===== config.mk =====
export PLATFORM = sky130hd
export DESIGN_NAME = regfile_write_arbiter
export DESIGN_NICKNAME = d
export VERILOG_FILES = /design/src/rtl/regfile_pkg.sv /design/src/rtl/regfile_wr_decoder.sv /design/src/rtl/regfile_write_arbiter.sv
export SDC_FILE = /design/constraint.sdc
export NUM_CORES = 1
export LEC_CHECK = 0
export CAP_MARGIN = 20
export CORE_ASPECT_RATIO = 2
export CORE_MARGIN = 1
export CORE_UTILIZATION = 35
export CTS_CLUSTER_DIAMETER = 60
export DETAILED_ROUTE_END_ITERATION = 7
export PLACE_DENSITY_LB_ADDON = 0.2
export SYNTH_ARGS = -nofsm -noshare
export SYNTH_HDL_FRONTEND = slang
export SYNTH_SLANG_ARGS = --single-unit

===== constraint.sdc =====
create_clock -name clk -period 5.4 [get_ports clk]
set_input_delay 1.08 -clock clk [delete_from_list [all_inputs] [get_ports clk]]
set_output_delay 1.08 -clock clk [all_outputs]
set_load 0.02 [all_outputs]

===== src/rtl/regfile_pkg.sv =====
// Shared constants and types for the register-file write path.
// Both the arbiter and the one-hot write decoder import this package.
package regfile_pkg;

   localparam int DATA_W   = 32;
   localparam int ADDR_W   = 5;
   localparam int NUM_REGS = 32;
   localparam int WAIT_W   = 4;
   localparam int MAX_WAIT = 4;

   localparam logic SRC_PRIMARY   = 1'b0;
   localparam logic SRC_SECONDARY = 1'b1;

   localparam int ZERO_REG = 0;

   typedef enum logic [1:0] {
      GRANT_NONE = 2'd0,
      GRANT_SRC0 = 2'd1,
      GRANT_SRC1 = 2'd2
   } grant_e;

endpackage


===== src/rtl/regfile_wr_decoder.sv =====
// Address to one-hot register enable decoder with an enable input.
// The hardwired zero register never receives an enable bit.
module regfile_wr_decoder #(
   parameter int ADDR_W   = regfile_pkg::ADDR_W,
   parameter int NUM_REGS = regfile_pkg::NUM_REGS
) (
   input  logic [ADDR_W-1:0]   addr,
   input  logic                enable,
   output logic [NUM_REGS-1:0] onehot
);

   import regfile_pkg::*;

   always_comb begin
      onehot = '0;
      for (int i = 0; i < NUM_REGS; i++) begin
         if (enable && (addr == ADDR_W'(i)) && (i != ZERO_REG)) begin
            onehot[i] = 1'b1;
         end
      end
   end

endmodule


===== src/rtl/regfile_write_arbiter.sv =====
// Arbitrates the single register-file write port between the primary
// writeback (source 0) and the multi-cycle unit (source 1) with starvation guard.
module regfile_write_arbiter #(
   parameter int DATA_W   = regfile_pkg::DATA_W,
   parameter int ADDR_W   = regfile_pkg::ADDR_W,
   parameter int NUM_REGS = regfile_pkg::NUM_REGS,
   parameter int MAX_WAIT = regfile_pkg::MAX_WAIT
) (
   input  logic                clk,
   input  logic                reset,
   input  logic                freeze,
   input  logic                req0_valid,
   input  logic [ADDR_W-1:0]   req0_addr,
   input  logic [DATA_W-1:0]   req0_data,
   output logic                req0_ready,
   input  logic                req1_valid,
   input  logic [ADDR_W-1:0]   req1_addr,
   input  logic [DATA_W-1:0]   req1_data,
   output logic                req1_ready,
   output logic [NUM_REGS-1:0] wr_enable_vec,
   output logic [DATA_W-1:0]   wr_data,
   output logic [ADDR_W-1:0]   wr_addr,
   output logic                wr_src,
   output logic                force_active
);

   import regfile_pkg::*;

   logic [WAIT_W-1:0]   wait_cnt;
   logic [WAIT_W-1:0]   wait_cnt_next;
   grant_e              grant;
   logic                force_hit;
   logic                accept;
   logic [ADDR_W-1:0]   sel_addr;
   logic [DATA_W-1:0]   sel_data;
   logic                sel_src;
   logic [NUM_REGS-1:0] dec_vec;

   // Source 1 is forced through once it has lost MAX_WAIT cycles in a row.
   always_comb begin
      force_hit = req1_valid && (wait_cnt == WAIT_W'(MAX_WAIT));
      grant     = GRANT_NONE;
      if (reset && !freeze) begin
         if (force_hit) begin
            grant = GRANT_SRC1;
         end else if (req0_valid) begin
            grant = GRANT_SRC0;
         end else if (req1_valid) begin
            grant = GRANT_SRC1;
         end
      end
   end

   assign req0_ready   = (grant == GRANT_SRC0);
   assign req1_ready   = (grant == GRANT_SRC1);
   assign accept       = req0_ready || req1_ready;
   assign force_active = force_hit && !freeze && reset;

   always_comb begin
      sel_addr = req0_addr;
      sel_data = req0_data;
      sel_src  = SRC_PRIMARY;
      if (grant == GRANT_SRC1) begin
         sel_addr = req1_addr;
         sel_data = req1_data;
         sel_src  = SRC_SECONDARY;
      end
   end

   // Freeze holds the loss count so a stall never counts against source 1.
   always_comb begin
      wait_cnt_next = wait_cnt;
      if (!freeze) begin
         if (!req1_valid || (grant == GRANT_SRC1)) begin
            wait_cnt_next = '0;
         end else if (wait_cnt != WAIT_W'(MAX_WAIT)) begin
            wait_cnt_next = wait_cnt + WAIT_W'(1);
         end
      end
   end

   regfile_wr_decoder #(
      .ADDR_W   (ADDR_W),
      .NUM_REGS (NUM_REGS)
   ) u_decoder (
      .addr   (sel_addr),
      .enable (accept),
      .onehot (dec_vec)
   );

   // The enable vector is a single-cycle pulse; data, addr and src persist.
   always_ff @(posedge clk or negedge reset) begin
      if (!reset) begin
         wait_cnt      <= '0;
         wr_enable_vec <= '0;
         wr_data       <= '0;
         wr_addr       <= '0;
         wr_src        <= SRC_PRIMARY;
      end else begin
         wait_cnt      <= wait_cnt_next;
         wr_enable_vec <= dec_vec;
         if (accept) begin
            wr_data <= sel_data;
            wr_addr <= sel_addr;
            wr_src  <= sel_src;
         end
      end
   end

endmodule


==> reports/results.tsv <==
metric	value	unit
place_hpwl	6507	um
clk_path_buf_depth	2	
cts-root-buf	clkbuf_16	
vias_per_cell	4.844	
synth_seq_cells	73	
gp_congestion	0.7367	
clock_latency	330	ps
placed_cell_area	4775	um^2
skew	7.831	ps
slew_headroom	0.3970	
post_cts_buffers	0	
cts_made_buffers	9	
area_delta_synth_final	56.77	%
vias	2611	
synth_top_family_by_area	simple AND/OR/NAND/NOR gates	
required	4320	ps
n_antenna_cell	0	
power	1643	uW
synth_area_leaders	dfrtp_1 (56%), mux2i_1 (11%), o21ai_0 (5.6%)	
pwr_density_cell	324.0	nW/um^2
p_leak	0.002091	uW
worst_pin_slew	904.5	ps
slew_viol_final	0	
synth_top_area_share	0.5646	
fin_crit_sh	0.8077	
rsz0062_at_grt	false	
highest_layer	met4	
grt_max_degree	74	
ff2ff_setup_slack	2520	ps
arrival	3280	ps
crit_path_max_fanout	18	
fp-row-count	49	
synth_compound_area_frac	0.1168	
ys_warn_count	0	
totalWireLength	8701	um
synth.most_common_cell	dfrtp_1	
yosysTopAreaCell	dfrtp_1	
final_nets	515	
cpMostUsedCell	clkdlybuf4s50_1	
syn_inst	287	
worstSetupPathType	in -> out	
synth_edf_count	0	
vdd_drop_max	234.4	uV
synth-main-ff-cell	dfrtp_1	
path_cells	clkdlybuf4s50_1 -> nor2b_1 -> nand2_1 -> a21oi_1 -> ha_2 -> clkdlybuf4s50_1	
grt_pass1_wl	13300	um
fp.dieH	138.0	um
drv_cap	0	
initial_utilization	0.3615	
wl_met3	404	um
slowest_stage	clkdlybuf4s50_1	
endpoint_kind	output pin	
drtPass1Iterations	4	
cts_tree	done	
yosys.area_share.adder	0.01547	
met1_length	3055	um
max_stage_delay	700	ps
core_area	8951	um^2
cts.sinks	73	
muxShareOfSynthArea	0.1152	
synth_common_cells	dfrtp_1 (73), nand2_1 (40), o21ai_0 (36), mux2i_1 (35), nor3_1 (22)	
grt_pass1_vias	2670	
status	completed	
cts_hold_buf	0	
dr_wl_met2	4837	um
htreeDepth	3	
period_needed	4361	ps
layout-drive-gt1-share	0.09153	
fmax	229.3	MHz
clk_pin_slew_worst_paths	60	ps
hold_violations	0	
wire_per_inst	16.14	um
syn_nets	370	
synth.avg_cell_area	11.27	um^2
synth_seq_area_share	0.5646	
grtUsageTotal	0.1838	
antenna_found_initial	0	
die_w	69.99	um
cts.repair.resized	0	
hp-class	reg -> reg	
die_area	9656	um^2
drc	0	
netlist_area	3236	um^2
ios	152	
finalSetupViolCount	0	
synth.distinct_cells	32	
place.port_buffers	150	
fin_setup_tns	0	ps
overflow	0	
synthXorXnorAreaFrac	0	
drt_iter0_markers	149	
async_flop_share	1.000	
cp-start-kind	primary input	
synthSimpleGateAreaFrac	0.1439	
stdcell_area	5072	um^2
drt.antenna.violating_nets	0	
## per-stage QoR
stage / setup slack (ps) / utilization / cells / hold slack, ps
floorplan: 2586 / - / 287 / 493.7
global placement: 1155 / 0.5334 / 523 / 466.0
detailed placement: 1061 / 0.5334 / 523 / 471.8
CTS: 1062 / 0.5667 / 539 / 486.9
global route: 901.3 / 0.5667 / 539 / 495.2
finish: 1039 / 0.5667 / 539 / 481.3
## sequential cells by signal, indices dropped and copies added, names as in the netlist
register	flops
wr_data	32
wr_addr	5
wr_src	1
wait_cnt	4
wr_enable_vec	31
## cells by family (layout without fill, tap and decap cells)
logic type	Yosys count	count (layout)
AND/OR/NAND/NOR	91	91
flip-flops	73	73
AO/OA/AOI/OAI	55	55
multiplexers	37	37
buffers and inverters	26	176
adder cells (fa/ha/maj)	4	4
other	1	1
## critical path: cells and delay by family
| kind | cells | cell delay, ps |
|---|---|---|
| buffers and inverters | 2 | 1210 |
| adders and majority gates | 1 | 470 |
| and+or+nand+nor | 2 | 370 |
| AOI/OAI and AO/OA | 1 | 140 |
## worst paths after layout
kind                                endpoint        start  cells after the start
setup / recovery                  req1_ready       freeze                      6
setup reg to reg                 wait_cnt[0]  wait_cnt[0]                     10
hold reg to reg                  wr_data[28]  wr_data[28]                      2
hold / removal                   wr_data[28]  wr_data[28]                      2
max in group asynchronous         wr_data[5]        reset                      2
min in group asynchronous  wr_enable_vec[17]        reset                      2
## cell type report
type                    count  area (um^2)
well taps                 102        127.6
repair buffers            153         1521
clock buffers              10        229.0
clock inverters             6        68.82
multi-input cells         188         1272
flip-flops and latches     73         1827
inverters                   7        26.28
fillers                   803         3879
## layout by cell type (no fill, tap or decap), types with 4 or more instances in the layout
master,n
nor2b_1,5
buf_4,4
mux2i_1,35
clkdlybuf4s50_1,149
a32oi_2,4
inv_1,7
nor2_1,6
nand2_1,40
o21ai_0,36
nor3_2,10
dfrtp_1,73
clkbuf_16,9
nor3_1,22
## layer usage
metal	GRT usage	up-vias
li1	-	1284
met1	0.1768	1217
met2	0.3419	86
met3	0.04506	24
met4	0.1200	0
met5	0	-
## power by group
part | leakage, uW | switching (uW) | internal [uW]
combinational | 0.000990 | 209 | 203
sequential | 0.000958 | 34.2 | 613
clock | 0.000143 | 224 | 359
(Power assumes the default switching activity.)
